## config.mk

```make
export PLATFORM = sky130hd
export DESIGN_NAME = step_dir_gen
export DESIGN_NICKNAME = d
export VERILOG_FILES = /design/src/rtl/step_dir_pkg.sv /design/src/rtl/sd_timer.sv /design/src/rtl/step_dir_gen.sv
export SDC_FILE = /design/constraint.sdc
export NUM_CORES = 1
export LEC_CHECK = 0
export BUFFER_PORTS_ARGS = -buffer_cell sky130_fd_sc_hd__buf_4
export CAP_MARGIN = 30
export CELL_PAD_IN_SITES_DETAIL_PLACEMENT = 1
export CELL_PAD_IN_SITES_GLOBAL_PLACEMENT = 2
export CORE_UTILIZATION = 35
export DETAILED_ROUTE_END_ITERATION = 12
export PLACE_DENSITY = 0.92
export SETUP_SLACK_MARGIN = 0.1
export SYNTH_ARGS = -nofsm -noshare
export SYNTH_HDL_FRONTEND = slang
export SYNTH_SLANG_ARGS = --single-unit
```

## constraint.sdc

```tcl
create_clock -name clk -period 4.5 [get_ports clk]
set_clock_uncertainty 0.1 [all_clocks]
set_input_delay 0.45 -clock clk [delete_from_list [all_inputs] [get_ports clk]]
set_output_delay 0.45 -clock clk [all_outputs]
set_load 0.01 [all_outputs]
```

## src/rtl/step_dir_pkg.sv

```systemverilog
// Shared types and constants for the step/dir pulse generator.
//   sd_state_e    : sequencer states (idle, dir setup, step high, step low)
//   MIN_DIR_SETUP : minimum dir-to-step setup; matches the downstream dir synchroniser depth
//   MIN_PULSE     : minimum step high/low time in clk
package step_dir_pkg;

    typedef enum logic [1:0] {
        IDLE  = 2'd0,
        SETUP = 2'd1,
        HIGH  = 2'd2,
        LOW   = 2'd3
    } sd_state_e;

    localparam int unsigned MIN_DIR_SETUP = 2;
    localparam int unsigned MIN_PULSE     = 1;

endpackage

```

## src/rtl/sd_timer.sv

```systemverilog
// Loadable saturating down-counter used for dir setup, pulse width and period timing.
// Ports:
//   clk_i      : clock
//   aclr_i     : asynchronous clear, active-high
//   sclr_i     : synchronous clear
//   load_i     : load load_val_i on the next edge (has priority over counting)
//   load_val_i : value to load
//   zero_o     : counter is at zero (counting stops there, no wrap)
module sd_timer #(
    parameter int unsigned W = 16
) (
    input  logic         clk_i,
    input  logic         aclr_i,
    input  logic         sclr_i,
    input  logic         load_i,
    input  logic [W-1:0] load_val_i,
    output logic         zero_o
);

    logic [W-1:0] cnt_q, cnt_d;

    always_comb begin
        cnt_d = cnt_q;
        if (load_i) begin
            cnt_d = load_val_i;
        end else if (cnt_q != '0) begin
            cnt_d = cnt_q - 1'b1;
        end
    end

    always_ff @(posedge clk_i or posedge aclr_i) begin
        if (aclr_i) begin
            cnt_q <= '0;
        end else if (sclr_i) begin
            cnt_q <= '0;
        end else begin
            cnt_q <= cnt_d;
        end
    end

    assign zero_o = (cnt_q == '0);

endmodule

```

## src/rtl/step_dir_gen.sv

```systemverilog
// Step/dir pulse-train generator for one axis.
// Accepts motion segments (N steps, fixed rise-to-rise period, one direction)
// over a valid/ready handshake and produces registered step/dir outputs that
// keep dir stable >= 2 clk before any step rise, step high >= 1 clk and
// step low >= 1 clk.
// Ports:
//   clk, aclr, sclr             : clock, async clear, sync clear
//   cfg_pulse_width, cfg_dir_setup : timing config, latched at command accept
//   cmd_valid/cmd_ready          : segment handshake
//   cmd_dir, cmd_period, cmd_steps : segment fields
//   abort                        : terminate the current segment early
//   step, dir                    : registered outputs to position counter/driver
//   busy, done, aborted          : segment status (done is a 1-clk pulse)
//   steps_left                   : remaining steps of the current segment
module step_dir_gen
    import step_dir_pkg::*;
#(
    parameter int unsigned PERIOD_W = 16,
    parameter int unsigned STEPS_W  = 16,
    parameter int unsigned TIM_W    = 8
) (
    input  logic                clk,
    input  logic                aclr,
    input  logic                sclr,
    input  logic [TIM_W-1:0]    cfg_pulse_width,
    input  logic [TIM_W-1:0]    cfg_dir_setup,
    input  logic                cmd_valid,
    output logic                cmd_ready,
    input  logic                cmd_dir,
    input  logic [PERIOD_W-1:0] cmd_period,
    input  logic [STEPS_W-1:0]  cmd_steps,
    input  logic                abort,
    output logic                step,
    output logic                dir,
    output logic                busy,
    output logic                done,
    output logic                aborted,
    output logic [STEPS_W-1:0]  steps_left
);

    // Period arithmetic needs room for pw_eff+1 even when PERIOD_W is narrow.
    localparam int unsigned CW = (PERIOD_W > TIM_W) ? PERIOD_W : TIM_W + 1;

    sd_state_e          state_q, state_d;
    logic               dir_q, dir_d;
    logic               step_q, step_d;
    logic               done_q, done_d;
    logic               aborted_q, aborted_d;
    logic               abort_pend_q, abort_pend_d;
    logic [STEPS_W-1:0] steps_left_q, steps_left_d;
    logic [TIM_W-1:0]   pw_q, pw_d;
    logic [CW-1:0]      per_q, per_d;

    logic [TIM_W-1:0]   pw_eff, setup_eff;
    logic [CW-1:0]      per_eff, pw_plus1, period_ext;

    logic               accept;
    logic               ld_a, ld_p;
    logic [TIM_W-1:0]   ld_a_val;
    logic [CW-1:0]      ld_p_val;
    logic               a_zero, p_zero;

    logic               rise;
    logic [TIM_W-1:0]   rise_pw;
    logic [CW-1:0]      rise_per;
    logic [STEPS_W-1:0] rise_steps;

    assign cmd_ready = (state_q == IDLE) & ~sclr;
    assign accept    = cmd_valid & cmd_ready;

    always_comb begin
        pw_eff     = (cfg_pulse_width < TIM_W'(MIN_PULSE)) ? TIM_W'(MIN_PULSE) : cfg_pulse_width;
        setup_eff  = (cfg_dir_setup < TIM_W'(MIN_DIR_SETUP)) ? TIM_W'(MIN_DIR_SETUP) : cfg_dir_setup;
        pw_plus1   = CW'(pw_eff) + CW'(1);
        period_ext = CW'(cmd_period);
        per_eff    = (period_ext < pw_plus1) ? pw_plus1 : period_ext;
    end

    // Timer A times the dir setup and then the step-high phase; timer P runs
    // from each rise and decides when the next rise (or segment end) happens.
    sd_timer #(.W(TIM_W)) u_tmr_a (
        .clk_i      (clk),
        .aclr_i     (aclr),
        .sclr_i     (sclr),
        .load_i     (ld_a),
        .load_val_i (ld_a_val),
        .zero_o     (a_zero)
    );

    sd_timer #(.W(CW)) u_tmr_p (
        .clk_i      (clk),
        .aclr_i     (aclr),
        .sclr_i     (sclr),
        .load_i     (ld_p),
        .load_val_i (ld_p_val),
        .zero_o     (p_zero)
    );

    always_comb begin
        state_d      = state_q;
        dir_d        = dir_q;
        done_d       = 1'b0;
        aborted_d    = 1'b0;
        abort_pend_d = abort_pend_q;
        steps_left_d = steps_left_q;
        pw_d         = pw_q;
        per_d        = per_q;
        ld_a         = 1'b0;
        ld_a_val     = '0;
        ld_p         = 1'b0;
        ld_p_val     = '0;
        rise         = 1'b0;
        rise_pw      = pw_q;
        rise_per     = per_q;
        rise_steps   = steps_left_q;

        case (state_q)
            IDLE: begin
                abort_pend_d = 1'b0;
                if (accept) begin
                    pw_d         = pw_eff;
                    per_d        = per_eff;
                    steps_left_d = cmd_steps;
                    if (cmd_steps == '0) begin
                        done_d = 1'b1;
                    end else if (cmd_dir != dir_q) begin
                        dir_d    = cmd_dir;
                        state_d  = SETUP;
                        ld_a     = 1'b1;
                        ld_a_val = setup_eff - 1'b1;
                    end else begin
                        // Latched copies are not valid yet, use the live values.
                        rise       = 1'b1;
                        rise_pw    = pw_eff;
                        rise_per   = per_eff;
                        rise_steps = cmd_steps;
                    end
                end
            end
            SETUP: begin
                if (abort) begin
                    state_d   = IDLE;
                    done_d    = 1'b1;
                    aborted_d = 1'b1;
                end else if (a_zero) begin
                    rise = 1'b1;
                end
            end
            HIGH: begin
                // An abort during the pulse is remembered so the pulse still
                // completes its full width before the segment ends.
                if (a_zero) begin
                    if (abort || abort_pend_q) begin
                        state_d      = IDLE;
                        done_d       = 1'b1;
                        aborted_d    = 1'b1;
                        abort_pend_d = 1'b0;
                    end else begin
                        state_d = LOW;
                    end
                end else if (abort) begin
                    abort_pend_d = 1'b1;
                end
            end
            LOW: begin
                if (abort) begin
                    state_d   = IDLE;
                    done_d    = 1'b1;
                    aborted_d = 1'b1;
                end else if (p_zero) begin
                    if (steps_left_q != '0) begin
                        rise = 1'b1;
                    end else begin
                        state_d = IDLE;
                        done_d  = 1'b1;
                    end
                end
            end
            default: begin
                state_d = IDLE;
            end
        endcase

        // Common step-rise action: both timers restart at the rise and the
        // remaining-step count drops on the rise itself.
        if (rise) begin
            state_d      = HIGH;
            ld_a         = 1'b1;
            ld_a_val     = rise_pw - 1'b1;
            ld_p         = 1'b1;
            ld_p_val     = rise_per - 1'b1;
            steps_left_d = rise_steps - 1'b1;
        end

        step_d = (state_d == HIGH);
    end

    always_ff @(posedge clk or posedge aclr) begin
        if (aclr) begin
            state_q      <= IDLE;
            dir_q        <= 1'b0;
            step_q       <= 1'b0;
            done_q       <= 1'b0;
            aborted_q    <= 1'b0;
            abort_pend_q <= 1'b0;
            steps_left_q <= '0;
            pw_q         <= '0;
            per_q        <= '0;
        end else if (sclr) begin
            state_q      <= IDLE;
            dir_q        <= 1'b0;
            step_q       <= 1'b0;
            done_q       <= 1'b0;
            aborted_q    <= 1'b0;
            abort_pend_q <= 1'b0;
            steps_left_q <= '0;
            pw_q         <= '0;
            per_q        <= '0;
        end else begin
            state_q      <= state_d;
            dir_q        <= dir_d;
            step_q       <= step_d;
            done_q       <= done_d;
            aborted_q    <= aborted_d;
            abort_pend_q <= abort_pend_d;
            steps_left_q <= steps_left_d;
            pw_q         <= pw_d;
            per_q        <= per_d;
        end
    end

    assign step       = step_q;
    assign dir        = dir_q;
    assign busy       = (state_q != IDLE);
    assign done       = done_q;
    assign aborted    = aborted_q;
    assign steps_left = steps_left_q;

endmodule

```

* After elaboration in Yosys (flattened, before gate mapping)
Index checks and enable logic that the tools add are counted.
Word-level totals: memory bits (writable) 0, bits in latches 0, bits in read-only memories 0, memories kept 0, input port bits 54, output and inout port bits 22, flip-flop bits (word level) 71, word-level logic and storage cells 141
Operators by class: bitwise logic cells 3, $add $sub $neg 7, reduce and logical (&&, ||, !) cells 22, order comparisons 3, $mul 0, divide/modulo/power cells 0, shift-type cells 0, equal/unequal tests 8, mux-type cells 87
Operators with widths (count):
- $mux 16 | 20
- $mux 8 | 17
- $sub 16x1->16 const B | 3
- $mux 1 | 34
- $logic_not 16->1 | 2
- $reduce_bool 16->1 | 2
- $sub 8x1->8 const B | 3
- $mux 2 | 11
- $lt 16x9->1 | 1
- $reduce_bool 3->1 | 5
- $add 8x1->9 const B | 1
- $logic_not 8->1 | 1
- $lt 8x1->1 const B | 1
- $lt 8x2->1 const B | 1
- $ne 4x4->1 const B | 2
- $pmux 2 s4 | 1
- $reduce_bool 2->1 | 4
- $reduce_bool 8->1 | 1
- $eq 2x2->1 const B | 3
- $pmux 1 s2 | 2
- $pmux 1 s4 | 1
- $reduce_and 2->1 | 2
- $reduce_and 4->1 | 1
- $pmux 1 s3 | 1
- 9 further kinds | 10

* Logic depth before layout (Yosys ltp)
word-level depth 13, mapped depth 23, gate-level depth less buffers 22

* By module
Synthesis repeated with hierarchy kept, for this count alone.
Unflattened totals: cells, all modules 796, area total of the unflattened synthesis 6172.2 µm²
By module, submodules not included:
- step_dir_gen | cells an instance 635, sequential area each 1176.1 µm², times used 1, area an instance 4595.7 µm²
- sd_timer at u_tmr_p | cells an instance 106, sequential area each 400.4 µm², times used 1, area an instance 1073.5 µm²
- sd_timer at u_tmr_a | cells an instance 55, sequential area each 200.2 µm², times used 1, area an instance 503.0 µm²

* Worst setup path after synthesis
OpenSTA, ideal clock, no wires.
path type input port to flip-flop, start point input port cfg_pulse_width[4], end point register u_tmr_p.cnt_q[12], path buffers 1, arrival time 4457 ps, required time 4322 ps, cell stages on the path 21, setup slack -134 ps, setup time 78 ps, cell sequence clkbuf_1 > nor3_1 > a31oi_1 > inv_1 > ha_1 > nand3_1 > or2_2 > ha_1 > or4_1 > nor2_1 > o2111a_1 > nor2_1 > a21oi_1 > nor2_1 > a21oi_1 > ha_1 > inv_1 > a2111oi_4 > nand3_2 > or4_1 > a21oi_1
On the way: word-level cells in the longest chain between the ends 13
RTL lines:
- start, declared | RTL line step_dir_gen.sv:25 | input logic [TIM_W-1:0] cfg_pulse_width,
- $lt 8x1->1 | RTL line step_dir_gen.sv:72 | pw_eff = (cfg_pulse_width < TIM_W'(MIN_PULSE)) ? TIM_W'(MIN_PULSE) : cfg_pulse_width;
- $mux 8 (*) | RTL line step_dir_gen.sv:72
- $add 8x1->9 (*) | RTL line step_dir_gen.sv:74 | pw_plus1 = CW'(pw_eff) + CW'(1);
- $lt 16x9->1 | RTL line step_dir_gen.sv:76 | per_eff = (period_ext < pw_plus1) ? pw_plus1 : period_ext;
- $mux 16 (*) | RTL line step_dir_gen.sv:76
- $mux 16 (*) | RTL line step_dir_gen.sv:126 | end else if (cmd_dir != dir_q) begin
- $mux 16 (*) | RTL line step_dir_gen.sv:124 | if (cmd_steps == '0) begin
- $mux 16 (*) | RTL line step_dir_gen.sv:120 | if (accept) begin
- $mux 16 (*) | RTL line step_dir_gen.sv:117 | case (state_q)
- $sub 16x1->16 (*) | RTL line step_dir_gen.sv:191 | ld_p_val = rise_per - 1'b1;
- $mux 16 (*) | RTL line step_dir_gen.sv:186 | if (rise) begin
- $mux 16 (*) | RTL line sd_timer.sv:24 | if (load_i) begin
- $mux 16 (*) | RTL line sd_timer.sv:34 | end else if (sclr_i) begin
- end signal, assigned | RTL line sd_timer.sv:37 | cnt_q <= cnt_d;
- end, declared | RTL line sd_timer.sv:20 | logic [W-1:0] cnt_q, cnt_d;
Every way passes the cells marked *; elsewhere a longest branch is shown, timed or not. A chain may end at the register's enable or synchronous reset.

* Worst setup path after layout
start point input port cfg_pulse_width[7], end point register u_tmr_p.cnt_q[12]
Same word-level chain as after synthesis.

==> flow_metrics.env <==
export IMPL_status="complete, no violations"
export IMPL_yosysWarnings=0
export IMPL_hold_viol_final=0
export IMPL_cts_buffer_depth=2
export IMPL_dp_hpwl_um=14440
export IMPL_crit_arrival_ns=4.40
export IMPL_syn_inst=692
export IMPL_setup_viol=0
export IMPL_synthTopCellsByArea="dfrtp_1 (32%), nand2_1 (6.0%), a21oi_1 (5.4%), nor2_1 (4.2%), xnor2_1 (3.9%)"
export IMPL_rsz0062_at_grt="no"
export IMPL_p_leak_nw=2.962
export IMPL_yosysSeqAreaShare_pct=31.82
export IMPL_slew_violations=0
export IMPL_synthesis_area_um2=5583
export IMPL_hp_class="input port to async pin"
export IMPL_rows=45
export IMPL_tightest_slew_ns=1.040
export IMPL_area_delta_synth_final_pct=23.49
export IMPL_antenna_left=0
export IMPL_drcViolationCount=0
export IMPL_syn_nets=760
export IMPL_worstReg2RegStart="u_tmr_p.cnt_q[1]"
export IMPL_timing_final_crit_share_pct=94.24
export IMPL_fp_dieW_um=128.3
export IMPL_cts_buffers=9
export IMPL_max_slew_margin_pct=30.70
export IMPL_post_synth_num_cell_types=71
export IMPL_drv_cap=0
export IMPL_cts_sinks=71
export IMPL_nets=841
export IMPL_die_area_um2=16460
export IMPL_p_sw_mw=1.233
export IMPL_cts_tree="done"
export IMPL_vias=5880
export IMPL_clk_latency_ns=0.34
export IMPL_r2r_end="u_tmr_p.cnt_q[12]"
export IMPL_hold_buffers=0
export IMPL_combPwrFrac_pct=47.8
export IMPL_post_route_min_period_ns=4.241
export IMPL_async_flop_share_pct=100.0
export IMPL_layout_cells_non_filler=987
export IMPL_chipHeight_um=128.3
export IMPL_required_ns=4.66
export IMPL_antenna_found_initial=0
export IMPL_p_per_area_nw_per_um2=437.7
export IMPL_place_port_buffers=75
export IMPL_avgViaCountPerCell=5.957
export IMPL_synth_top_area_share_pct=31.82
export IMPL_synth_flop_cell="dfrtp_1"
export IMPL_drive_above_1_share_pct=21.39
export IMPL_ys_seq_elements=71
export IMPL_dr_pass1_iters=5
export IMPL_pin_count=76
export IMPL_power_frac_seq_pct=29.8
export IMPL_gp_congestion=0.8687
export IMPL_max_freq_ghz=0.2358
export IMPL_synth_top_area_cell="dfrtp_1"
export IMPL_start_util_pct=36.32
export IMPL_cts_resized=0
export IMPL_intPower_mw=1.784
export IMPL_endpoint_kind="flop"
export IMPL_crit_start="cfg_pulse_width[7]"
export IMPL_drt_total_wl_um=20220
export IMPL_ir_worst_vdd_mv=0.2140
export IMPL_grt_pass1_wl_um=32110
export IMPL_grt_usage_pct=24.97
export IMPL_final_cell_mix="buf_4 (110), nand2_1 (88), dfrtp_1 (71), nor2_1 (60), a21oi_1 (59)"
export IMPL_syn_area_per_cell_um2=8.068
export IMPL_critPathLaunchType="input port"
export IMPL_cts_htree_levels=3
export IMPL_core_um2=15370
export IMPL_crit_type="input port to flop"
export IMPL_pwr_share_clk_pct=22.3
export IMPL_routedWlPerCell_um=20.48
export IMPL_antenna_cells=0
export IMPL_reg2regPathDepth=13
export IMPL_place_inst=973
export IMPL_grt_start_max_net_pins=54
export IMPL_grt_pass1_vias=6051
export IMPL_drtIter0Drc=348
export IMPL_utilization_pct=44.85
export IMPL_grt_overflow=0
export IMPL_root_buffer="clkbuf_16"
export IMPL_reg2reg_slack_ns=0.47
export IMPL_synth_edff_count=0
export IMPL_p_sw_share_pct=40.86
export IMPL_postCtsSetupRepairBufs=0
export IMPL_crit_fanout=7
export IMPL_final_common_cell="buf_4"
export IMPL_clk_pin_slew_worst_paths_ns=0.06
-- worst max-delay path: stages --
cell       delay (ns)
buf_4            0.13
nor3_4           0.19
a31oi_1          0.13
inv_1            0.12
ha_4             0.16
nand3_2          0.11
or2_2            0.35
ha_1             0.19
or4_4            0.46
nor3_4           0.25
a31o_2           0.18
nor2_4           0.05
a21oi_1          0.19
nand2_1          0.10
nand2_1          0.08
ha_1             0.14
inv_1            0.08
a2111oi_4        0.23
nand3_2          0.20
or4_1            0.44
a21oi_1          0.16
-- routing by layer --
layer	vias to the layer above	routed length, µm	global-route usage [%]	part of all wire (%)
li1	2708	-	-	-
met1	2999	9098	33.00	45
met2	133	9998	41.30	49
met3	40	671	3.005	3.3
met4	0	448	10.03	2.2
met5	-	0	0	0
-- through the flow --
step | setup WS, ns | area, µm² | total power, mW | TNS (ns) | hold WS, ns
2_1_floorplan | 0.1071 | 5602 | 1.840 | 0 | 0.3691
5_1_grt | 0.1122 | 6894 | 3.202 | 0 | 0.2109
3_3_place_gp | 0.03034 | 6560 | 2.241 | 0 | 0.3866
3_5_place_dp | -0.1180 | 6560 | 2.312 | -0.3115 | 0.3934
6_report | 0.2593 | 6894 | 3.018 | 0 | 0.1404
4_1_cts | 0.2056 | 6825 | 3.005 | 0 | 0.1724
-- sequential cells by signal (all words and copies together) (netlist names), 2 cells and up --
register,cells
u_tmr_a.cnt_q,8
pw_q,8
per_q,16
state_q,2
steps_left,16
u_tmr_p.cnt_q,16
-- power by group through the flow --
stage / registers, mW / clock network (mW) / logic, mW
detailed placement: 0.904 / 0 / 1.41
CTS: 0.895 / 0.681 / 1.43
floorplan: 0.870 / 0 / 0.970
global placement: 0.897 / 0 / 1.34
global route: 0.913 / 0.708 / 1.58
finish: 0.900 / 0.674 / 1.44
-- worst max-delay path by stage --
stage                              to  slack [ns]  depth (start not counted)
global placement    u_tmr_p.cnt_q[12]        0.03                         24
floorplan           u_tmr_p.cnt_q[12]        0.11                         21
global route        u_tmr_p.cnt_q[12]        0.11                         21
finish              u_tmr_p.cnt_q[12]        0.26                         21
CTS                 u_tmr_p.cnt_q[12]        0.21                         18
detailed placement  u_tmr_p.cnt_q[12]       -0.12                         18
-- Yosys cell counts (all sizes together) (8+ instances only) --
master,instances
a21oi,60
mux2i,15
buf,14
nor3,32
o21ai,38
nor2,64
and3,8
nand3,18
dfrtp,71
xnor2,25
nand3b,22
inv,16
nor4,16
clkbuf,27
nand2,90
a211oi,11
xor2,23
o31ai,11
or4,9
or3,11
ha,14
a31oi,12
-- area by class of cell --
type	count	area, µm²
clock buffer	13	260.3
clock inverter	1	5.005
fill	1843	8477
inverter	16	60.06
multi-input combinational	564	3682
sequential	71	1777
tap	211	264.0
timing repair buffer	111	845.8
-- cells by family after synthesis --
group	count (synthesis)	share of synthesized area, %
xor gates and xnor gates	48	7.530
adders and majority gates	14	3.138
DFF	71	31.82
AOI/OAI and AO/OA	187	22.08
and+or+nand+nor	294	27.45
muxes	21	3.967
buffers and inverters	57	4.012
No activity file was read; power rests on OpenSTA's default activity.
